--- src/rtl/axi4_lite_pkg.sv ---
// Shared AXI4-Lite types: response codes, manager FSM states, counter width.
package axi4_lite_pkg;

    typedef enum logic [1:0] {
        OKAY   = 2'b00,
        EXOKAY = 2'b01,
        SLVERR = 2'b10,
        DECERR = 2'b11
    } axi_resp_t;

    typedef enum logic [2:0] {
        IDLE,
        WR_REQ,
        WR_RESP,
        RD_REQ,
        RD_DATA,
        RSP
    } mgr_state_t;

    localparam int ERR_CNT_W = 16;

endpackage

--- src/rtl/axi4_if.sv ---
// AXI4-Lite channel bundle (AW, W, B, AR, R); no prot, no strobes.
interface axi4_if #(
    parameter int DATA_WIDTH = 32,
    parameter int ADDR_WIDTH = 32
);
    logic                  awvalid;
    logic                  awready;
    logic [ADDR_WIDTH-1:0] awaddr;
    logic                  wvalid;
    logic                  wready;
    logic [DATA_WIDTH-1:0] wdata;
    logic                  bvalid;
    logic                  bready;
    logic [1:0]            bresp;
    logic                  arvalid;
    logic                  arready;
    logic [ADDR_WIDTH-1:0] araddr;
    logic                  rvalid;
    logic                  rready;
    logic [DATA_WIDTH-1:0] rdata;
    logic [1:0]            rresp;

    modport manager (
        output awvalid, awaddr, wvalid, wdata, bready, arvalid, araddr, rready,
        input  awready, wready, bvalid, bresp, arready, rvalid, rdata, rresp
    );

    modport subordinate (
        input  awvalid, awaddr, wvalid, wdata, bready, arvalid, araddr, rready,
        output awready, wready, bvalid, bresp, arready, rvalid, rdata, rresp
    );
endinterface

--- src/rtl/axi4_lite_mgr.sv ---
// AXI4-Lite manager: one outstanding single-beat command turned into an
// AW/W/B or AR/R transaction, with a registered response and an error count.
module axi4_lite_mgr
    import axi4_lite_pkg::*;
#(
    parameter int DATA_WIDTH = 32,
    parameter int ADDR_WIDTH = 32
) (
    input  logic                  aclk,
    input  logic                  aresetn,
    input  logic                  cmd_valid,
    output logic                  cmd_ready,
    input  logic                  cmd_write,
    input  logic [ADDR_WIDTH-1:0] cmd_addr,
    input  logic [DATA_WIDTH-1:0] cmd_wdata,
    output logic                  rsp_valid,
    input  logic                  rsp_ready,
    output logic                  rsp_write,
    output logic [DATA_WIDTH-1:0] rsp_rdata,
    output logic [1:0]            rsp_resp,
    output logic [ERR_CNT_W-1:0]  err_count,
    axi4_if.manager               m_axi
);

    // Byte-lane bits below the bus width are dropped from every address.
    localparam logic [ADDR_WIDTH-1:0] ALIGN_MASK = ADDR_WIDTH'(DATA_WIDTH / 8 - 1);

    mgr_state_t            state, state_nxt;
    logic                  aw_done, w_done;
    logic [ADDR_WIDTH-1:0] addr_q;
    logic [DATA_WIDTH-1:0] wdata_q;
    logic                  rsp_write_q;
    logic [DATA_WIDTH-1:0] rsp_rdata_q;
    logic [1:0]            rsp_resp_q;
    logic [ERR_CNT_W-1:0]  err_cnt_q;

    logic awvalid_c, wvalid_c;
    logic aw_hs, w_hs, b_cap, r_cap;
    logic [1:0] cap_resp;

    assign aw_hs    = awvalid_c && m_axi.awready;
    assign w_hs     = wvalid_c && m_axi.wready;
    assign b_cap    = (state == WR_RESP) && m_axi.bvalid;
    assign r_cap    = (state == RD_DATA) && m_axi.rvalid;
    assign cap_resp = (state == WR_RESP) ? m_axi.bresp : m_axi.rresp;

    // State register plus per-channel done flags; each flag drops its valid
    // the cycle after its own handshake, so AW and W retire independently.
    always_ff @(posedge aclk or negedge aresetn) begin
        if (!aresetn) begin
            state   <= IDLE;
            aw_done <= 1'b0;
            w_done  <= 1'b0;
        end else begin
            state   <= state_nxt;
            aw_done <= (state_nxt == WR_REQ) && (aw_done || aw_hs);
            w_done  <= (state_nxt == WR_REQ) && (w_done || w_hs);
        end
    end

    // Next-state: wait on each channel in turn; no timeout.
    always_comb begin
        state_nxt = state;
        case (state)
            IDLE:    if (cmd_valid) state_nxt = cmd_write ? WR_REQ : RD_REQ;
            WR_REQ:  if ((aw_done || aw_hs) && (w_done || w_hs)) state_nxt = WR_RESP;
            WR_RESP: if (m_axi.bvalid) state_nxt = RSP;
            RD_REQ:  if (m_axi.arready) state_nxt = RD_DATA;
            RD_DATA: if (m_axi.rvalid) state_nxt = RSP;
            RSP:     if (rsp_ready) state_nxt = IDLE;
            default: state_nxt = IDLE;
        endcase
    end

    // Outputs decoded from state and registered flags only, never from a ready.
    always_comb begin
        cmd_ready     = (state == IDLE);
        awvalid_c     = (state == WR_REQ) && !aw_done;
        wvalid_c      = (state == WR_REQ) && !w_done;
        m_axi.awvalid = awvalid_c;
        m_axi.wvalid  = wvalid_c;
        m_axi.bready  = (state == WR_RESP);
        m_axi.arvalid = (state == RD_REQ);
        m_axi.rready  = (state == RD_DATA);
        m_axi.awaddr  = addr_q;
        m_axi.araddr  = addr_q;
        m_axi.wdata   = wdata_q;
        rsp_valid     = (state == RSP);
        rsp_write     = rsp_write_q;
        rsp_rdata     = rsp_rdata_q;
        rsp_resp      = rsp_resp_q;
        err_count     = err_cnt_q;
    end

    // Command latch, response capture and saturating error counter.
    always_ff @(posedge aclk or negedge aresetn) begin
        if (!aresetn) begin
            addr_q      <= '0;
            wdata_q     <= '0;
            rsp_write_q <= 1'b0;
            rsp_rdata_q <= '0;
            rsp_resp_q  <= '0;
            err_cnt_q   <= '0;
        end else begin
            if (state == IDLE && cmd_valid) begin
                addr_q <= cmd_addr & ~ALIGN_MASK;
                if (cmd_write) wdata_q <= cmd_wdata;
            end
            if (b_cap) begin
                rsp_write_q <= 1'b1;
                rsp_rdata_q <= '0;
                rsp_resp_q  <= m_axi.bresp;
            end
            if (r_cap) begin
                rsp_write_q <= 1'b0;
                rsp_rdata_q <= m_axi.rdata;
                rsp_resp_q  <= m_axi.rresp;
            end
            if ((b_cap || r_cap) && axi_resp_t'(cap_resp) != OKAY && err_cnt_q != '1)
                err_cnt_q <= err_cnt_q + 1'b1;
        end
    end

endmodule

--- src/flat_wrapper.sv ---
// flat-port wrapper written by rule: the top's interface ports become plain ports
module axi4_lite_mgr_flat import axi4_lite_pkg::*;
#(
    parameter int DATA_WIDTH = 32,
    parameter int ADDR_WIDTH = 32
)
  (aclk, aresetn, cmd_valid, cmd_ready, cmd_write, cmd_addr, cmd_wdata, rsp_valid, rsp_ready, rsp_write, rsp_rdata, rsp_resp, err_count, m_axi_awvalid, m_axi_awaddr, m_axi_wvalid, m_axi_wdata, m_axi_bready, m_axi_arvalid, m_axi_araddr, m_axi_rready, m_axi_awready, m_axi_wready, m_axi_bvalid, m_axi_bresp, m_axi_arready, m_axi_rvalid, m_axi_rdata, m_axi_rresp);
  axi4_if #(.DATA_WIDTH(DATA_WIDTH), .ADDR_WIDTH(ADDR_WIDTH)) m_axi_i ();
  input  logic aclk;
  input  logic aresetn;
  input  logic cmd_valid;
  output logic cmd_ready;
  input  logic cmd_write;
  input  logic [ADDR_WIDTH-1:0] cmd_addr;
  input  logic [DATA_WIDTH-1:0] cmd_wdata;
  output logic rsp_valid;
  input  logic rsp_ready;
  output logic rsp_write;
  output logic [DATA_WIDTH-1:0] rsp_rdata;
  output logic [1:0] rsp_resp;
  output logic [ERR_CNT_W-1:0] err_count;
  output wire logic [$bits(m_axi_i.awvalid)-1:0] m_axi_awvalid;
  output wire logic [$bits(m_axi_i.awaddr)-1:0] m_axi_awaddr;
  output wire logic [$bits(m_axi_i.wvalid)-1:0] m_axi_wvalid;
  output wire logic [$bits(m_axi_i.wdata)-1:0] m_axi_wdata;
  output wire logic [$bits(m_axi_i.bready)-1:0] m_axi_bready;
  output wire logic [$bits(m_axi_i.arvalid)-1:0] m_axi_arvalid;
  output wire logic [$bits(m_axi_i.araddr)-1:0] m_axi_araddr;
  output wire logic [$bits(m_axi_i.rready)-1:0] m_axi_rready;
  input wire logic [$bits(m_axi_i.awready)-1:0] m_axi_awready;
  input wire logic [$bits(m_axi_i.wready)-1:0] m_axi_wready;
  input wire logic [$bits(m_axi_i.bvalid)-1:0] m_axi_bvalid;
  input wire logic [$bits(m_axi_i.bresp)-1:0] m_axi_bresp;
  input wire logic [$bits(m_axi_i.arready)-1:0] m_axi_arready;
  input wire logic [$bits(m_axi_i.rvalid)-1:0] m_axi_rvalid;
  input wire logic [$bits(m_axi_i.rdata)-1:0] m_axi_rdata;
  input wire logic [$bits(m_axi_i.rresp)-1:0] m_axi_rresp;
  assign m_axi_awvalid = m_axi_i.awvalid;
  assign m_axi_awaddr = m_axi_i.awaddr;
  assign m_axi_wvalid = m_axi_i.wvalid;
  assign m_axi_wdata = m_axi_i.wdata;
  assign m_axi_bready = m_axi_i.bready;
  assign m_axi_arvalid = m_axi_i.arvalid;
  assign m_axi_araddr = m_axi_i.araddr;
  assign m_axi_rready = m_axi_i.rready;
  assign m_axi_i.awready = m_axi_awready;
  assign m_axi_i.wready = m_axi_wready;
  assign m_axi_i.bvalid = m_axi_bvalid;
  assign m_axi_i.bresp = m_axi_bresp;
  assign m_axi_i.arready = m_axi_arready;
  assign m_axi_i.rvalid = m_axi_rvalid;
  assign m_axi_i.rdata = m_axi_rdata;
  assign m_axi_i.rresp = m_axi_rresp;
  axi4_lite_mgr #(.DATA_WIDTH(DATA_WIDTH), .ADDR_WIDTH(ADDR_WIDTH)) u_core (.aclk(aclk), .aresetn(aresetn), .cmd_valid(cmd_valid), .cmd_ready(cmd_ready), .cmd_write(cmd_write), .cmd_addr(cmd_addr), .cmd_wdata(cmd_wdata), .rsp_valid(rsp_valid), .rsp_ready(rsp_ready), .rsp_write(rsp_write), .rsp_rdata(rsp_rdata), .rsp_resp(rsp_resp), .err_count(err_count), .m_axi(m_axi_i));
endmodule
--- config.mk ---
export PLATFORM = sky130hd
export DESIGN_NAME = axi4_lite_mgr_flat
export DESIGN_NICKNAME = d
export VERILOG_FILES = /design/src/rtl/axi4_lite_pkg.sv /design/src/rtl/axi4_if.sv /design/src/rtl/axi4_lite_mgr.sv /design/src/flat_wrapper.sv
export SDC_FILE = /design/constraint.sdc
export NUM_CORES = 1
export LEC_CHECK = 0
export ABC_AREA = 1
export BUFFER_PORTS_ARGS = -buffer_cell sky130_fd_sc_hd__buf_2
export CORE_AREA = 2 2 156 120
export CTS_CLUSTER_SIZE = 20
export DETAILED_ROUTE_END_ITERATION = 10
export DIE_AREA = 0 0 158 122
export PLACE_DENSITY = 0.58
export SETUP_SLACK_MARGIN = 0.1
export SYNTH_ARGS = -nofsm -noshare
export SYNTH_HDL_FRONTEND = slang
export SYNTH_SLANG_ARGS = --single-unit
--- constraint.sdc ---
create_clock -name aclk -period 4.4 [get_ports aclk]
set_clock_uncertainty 0.2 [all_clocks]
set_input_delay 0.88 -clock aclk [delete_from_list [all_inputs] [get_ports aclk]]
set_output_delay 0.88 -clock aclk [all_outputs]
set_load 0.02 [all_outputs]
# After elaboration in Yosys (flattened, before gate mapping)
# Index checks and enable logic that the tools add are counted.
[totals]
mem_bits_rw = 0
inputBits = 110
word_cells = 53
reg_bits = 118
output_inout_bits = 154
mem_count = 0
latch_bits = 0
mem_bits_ro = 0
[op_classes]
div_mod_pow = 0
order_cmp = 0
n_reduce_logical = 21
add_sub_neg = 1
bitwise_logic = 0
eq_ne = 7
shifts = 0
mux = 15
n_mul = 0
[op_table]
columns = ["cell", "n"]
rows = [
  ["32-bit two-way mux", 2],
  ["3-bit two-way mux", 6],
  ["3-bit one-hot mux with 6 select lines", 1],
  ["16-bit by 1-bit adder with 16-bit output (second input constant)", 1],
  ["16-bit != test (second input constant)", 1],
  ["1-bit logical AND", 12],
  ["2-bit two-way mux", 4],
  ["3-bit by 1-bit equality test with 1-bit output (second input constant)", 2],
  ["3-bit by 2-bit equality test with 1-bit output (second input constant)", 2],
  ["3-bit equality test (second input constant)", 2],
  ["2-bit nonzero test", 2],
  ["3-bit logical NOT", 1],
  ["1-bit logical OR", 3],
  ["1-bit logical NOT", 2],
  ["1-bit two-way mux", 2],
  ["2-bit AND reduction", 1],
]

# Logic depth before layout (Yosys ltp)
[logic_depth]
depth_word = 9
depth_mapped = 11
mapped_depth_nobuf = 10

# Worst setup path after synthesis
# No wires, ideal clock.
[synth_path]
path_kind = "flip-flop to output port"
start = "register u_core.state[1]"
end = "output m_axi_awvalid"
path_buffers = 0
required_ps = 3320
stages_incl_launch_ff = 6
arrival_ps = 1096
slack_ps = 2224
path_cell_list = "dfrtp_1 inv_1 nand2_1 nor2_1 inv_1 nor2_1"
[synth_via]
elab_chain_cells = 2
[synth_rtl]
columns = ["item", "line_no", "source"]
rows = [
  ["start: declaration", "axi4_lite_mgr.sv:28", "mgr_state_t state, state_nxt;"],
  ["start signal: assignment", "axi4_lite_mgr.sv:55", "state <= state_nxt;"],
  ["3-bit by 1-bit equality test with 1-bit output", "axi4_lite_mgr.sv:78", "awvalid_c = (state == WR_REQ) && !aw_done;"],
  ["1-bit logical AND", "axi4_lite_mgr.sv:78", ""],
  ["end: declaration", "flat_wrapper.sv:22", "output wire logic [$bits(m_axi_i.awvalid)-1:0] m_axi_awvalid;"],
]
# No other way between the ends.

# Final worst setup path
[layout_path]
start = "register u_core.state[0]"
end = "output m_axi_rready"
[layout_via]
elab_chain_cells = 1
[layout_rtl]
columns = ["item", "line_no", "source"]
rows = [
  ["3-bit equality test", "axi4_lite_mgr.sv:84", "m_axi.rready = (state == RD_DATA);"],
  ["end: declaration", "flat_wrapper.sv:29", "output wire logic [$bits(m_axi_i.rready)-1:0] m_axi_rready;"],
]
# No other way between the ends.

==> key figures <==
Yosys
  – Synth Register Bits: 118
  – Mux contribution to synthesized area: 13.3%
  – Synth area leaders: dfrtp_1 (56%), mux2_2 (13%), nand2_1 (11%)
  – Synth cell count leaders: nand2_1 (158), dfrtp_1 (118), mux2_2 (61)
  – Synth top area share: 56.2%
  – Post-Synth Adder-Cell Area: 0.238%
  – Cell variety after synth: 28
  – Simple-gate share of the synthesized area: 19.5%
  – EDFF count, synth: 0
  – Syn. warnings: 0
  – Largest family of logic cells by synthesized area: simple AND/OR/NAND/NOR gates
  – Main synth FF type: dfrtp_1
  – Most frequent cell after synthesis: nand2_1
  – Synth Area per Inst: 10.2 sq um
  – Synth Instances: 516
  – Largest area contributor in the netlist: dfrtp_1
  – Synthesized area: 5260 sq um
  – Post-synthesis xor/xnor area fraction: 2.17%
  – Synth async-reset ratio: 100%
  – Synth Area in Compound Gates: 0.524%
  – Sequential share of the synthesized area: 56.2%

Placement
  – Placed Area: 6570 sq um
  – I/O Buffers: 257
  – Post-DP HPWL: 9.44 mm
  – Gpl congestion: 0.793

Worst hold path
  – Worst Hold Launch: u_core.rsp_rdata[29]$_DFFE_PN0P_
  – HP Class: reg2reg

STA
  – Tcrit/Tclk final: 65.4%
  – Worst-margin pin slew: 863 ps
  – Max Fclk: 348 MHz
  – Final Slew Violations: 0
  – RSZ-0062 raised after global routing: false
  – Setup TNS: 0 ps
  – Final setup viols: 0
  – Slew headroom: 42.4%
  – Tmin final: 2880 ps
  – Final Hold Viols: 0

Power
  – LEAKAGE: 3.85 nW
  – Pwr dens: 775 nW/um^2
  – Max IR drop VDD: 0.300 mV

Routing
  – Vias per inst: 4.18
  – Residual DRC: 0
  – DR WL/cell: 12.9 um
  – DRT Wirelength: 13.0 mm
  – DR iter-0 viols: 201
  – Vias post-DR: 4,201
  – DRT antenna net count: 0
  – DR pass1 iterations: 4

Floorplanning
  – # IOs: 264
  – Starting density of the core: 29.2%
  – Die area: 19,300 sq um
  – Core Footprint: 18,000 sq um
  – Chip Height: 122 um
  – Die Span X: 158 um
  – Row count: 43

GRT
  – Vias in the first global route: 3,937
  – Global Route Usage Sum: 13.7%
  – Global route total overflow: 0
  – Largest net degree at the start of global routing: 62
  – First-pass GRT wire length: 20.4 mm
  – Initial antenna violation count: 0

Worst setup path
  – Slowest cell on the critical path: inv_2
  – Worst Setup End Kind: primary output
  – Critical Path Max Stage Delay: 460 ps
  – Crit path buffers/inverters: 2
  – CP startpoint kind: flop
  – Delay-heaviest family, CP: buffers and inverters
  – R2R depth: 9
  – Crit-path cells: nor2_1, nand2_1, inv_2, buf_2
  – CP Class: reg2out
  – RR Startpoint: u_core.state[0]$_DFF_PN0_
  – FF-to-FF End: u_core.err_count[7]$_DFFE_PN0P_
  – WP data arrival: 1800 ps
  – CP Max Fanout: 36
  – R2r setup slk: 1770 ps
  – Crit path launch: u_core.state[0]$_DFF_PN0_
  – Critical Path RT: 3320 ps
  – Cell depth of the worst setup path: 4
  – Critical Path End: m_axi_rready

Clock network
  – Worst-path clk slew: 50 ps
  – Post-CTS Setup Bufs: 0
  – Htree depth: 4
  – Hold-fix buffers, CTS: 0
  – Clock Tree Root: clkbuf_16
  – Max clock buf depth: 2
  – Worst-Skew Late Latency: 410 ps
  – CTS tree: yes
  – CTS Buf Count: 17
  – Resized cells post-CTS: 0
  – # clock sinks: 118

Final layout
  – Layout Nets: 858
  – Post-route cell area: 7130 sq um
  – FILL cells: 1,822
  – Layout cells sized above 1: 48.1%
  – Diode count: 0
  – Area Overhead vs Synth: 35.6%
  – Final core utilization: 39.7%

Run status
  – Status: finished clean

Run
  – Max-cap violations: 0
-- report_power, final --
group	total [mW]	switching (mW)	leakage, nW	internal [mW]
Clock	1.30	0.501	0.257	0.802
Combinational	2.36	1.49	2.11	0.868
Sequential	1.86	0.285	1.48	1.57
-- state kept, by name, summed over array words and instances, names as in the netlist, 2 cells and up --
signal,flops
u_core.err_count,16
u_core.m_axi.araddr,30
u_core.m_axi.wdata,32
u_core.rsp_rdata,32
u_core.rsp_resp,2
u_core.state,3
-- worst reg2reg max path: cells and delay by family (launching register included) --
kind	cells	cell delay (ps)
simple gates	7	1320
buf+inv	2	610
flops	1	450
-- worst min-delay path by stage --
stage          slack [ps]  cells after the start                          endpoint
3_3_place_gp          250                      2   u_core.rsp_rdata[1]$_DFFE_PN0P_
4_1_cts               270                      2  u_core.rsp_rdata[29]$_DFFE_PN0P_
5_1_grt               300                      2  u_core.rsp_rdata[10]$_DFFE_PN0P_
2_1_floorplan         370                      2         u_core.state[1]$_DFF_PN0_
6_report              260                      2  u_core.rsp_rdata[29]$_DFFE_PN0P_
3_5_place_dp          250                      2  u_core.rsp_rdata[21]$_DFFE_PN0P_
-- cells in the final DEF, fill, tap and decap left out, types with 2 or more instances in the layout --
master and count:
nand2_2 3, clkinvlp_4 6, inv_1 17, clkbuf_8 2
mux2_2 61, nor3_1 3, nand4_1 4, buf_2 256
xor2_1 7, dfrtp_1 118, nand3_1 43, inv_2 3
nor2_1 28, clkinv_2 2, conb_1 4, xnor2_1 6
buf_4 4, nand2_1 158, clkbuf_16 17
-- through the flow --
step           cells  power, mW  hold slack, ps  setup slack (ps)
2_1_floorplan    519       3.58             366              2220
3_3_place_gp     975       4.24             251              1740
3_5_place_dp     975       4.27             253              1750
4_1_cts         1006       5.61             267              1480
5_1_grt         1006       5.92             298              1350
6_report        1006       5.52             262              1520
-- area by class of cell --
| type | count | area, sq um | share of cell area, % |
|---|---|---|---|
| clock buffer | 20 | 457 | 6.41 |
| clock inverter | 11 | 103 | 1.44 |
| inverter | 21 | 81.3 | 1.14 |
| multi-input combinational | 328 | 1890 | 26.6 |
| sequential | 118 | 2950 | 41.4 |
| tap | 247 | 309 | 4.34 |
| timing repair buffer | 261 | 1330 | 18.7 |
-- routing by layer --
| metal | GRT usage [%] | part of all wire, % |
|---|---|---|
| met1 | 18.0 | 46 |
| met2 | 20.2 | 43 |
| met3 | 5.51 | 9.6 |
| met4 | 5.52 | 1.7 |
| met5 | 0 | 0 |
-- cell families (layout without fill, tap and decap cells) --
logic type	count (synthesis)	count (layout)
DFF	118	118
xor gates and xnor gates	13	13
adders and majority gates	1	1
muxes	62	62
AOI/OAI and AO/OA	4	4
other	1	4
and+or+nand+nor	244	244
buffers and inverters	73	313
(Power assumes the default switching activity.)
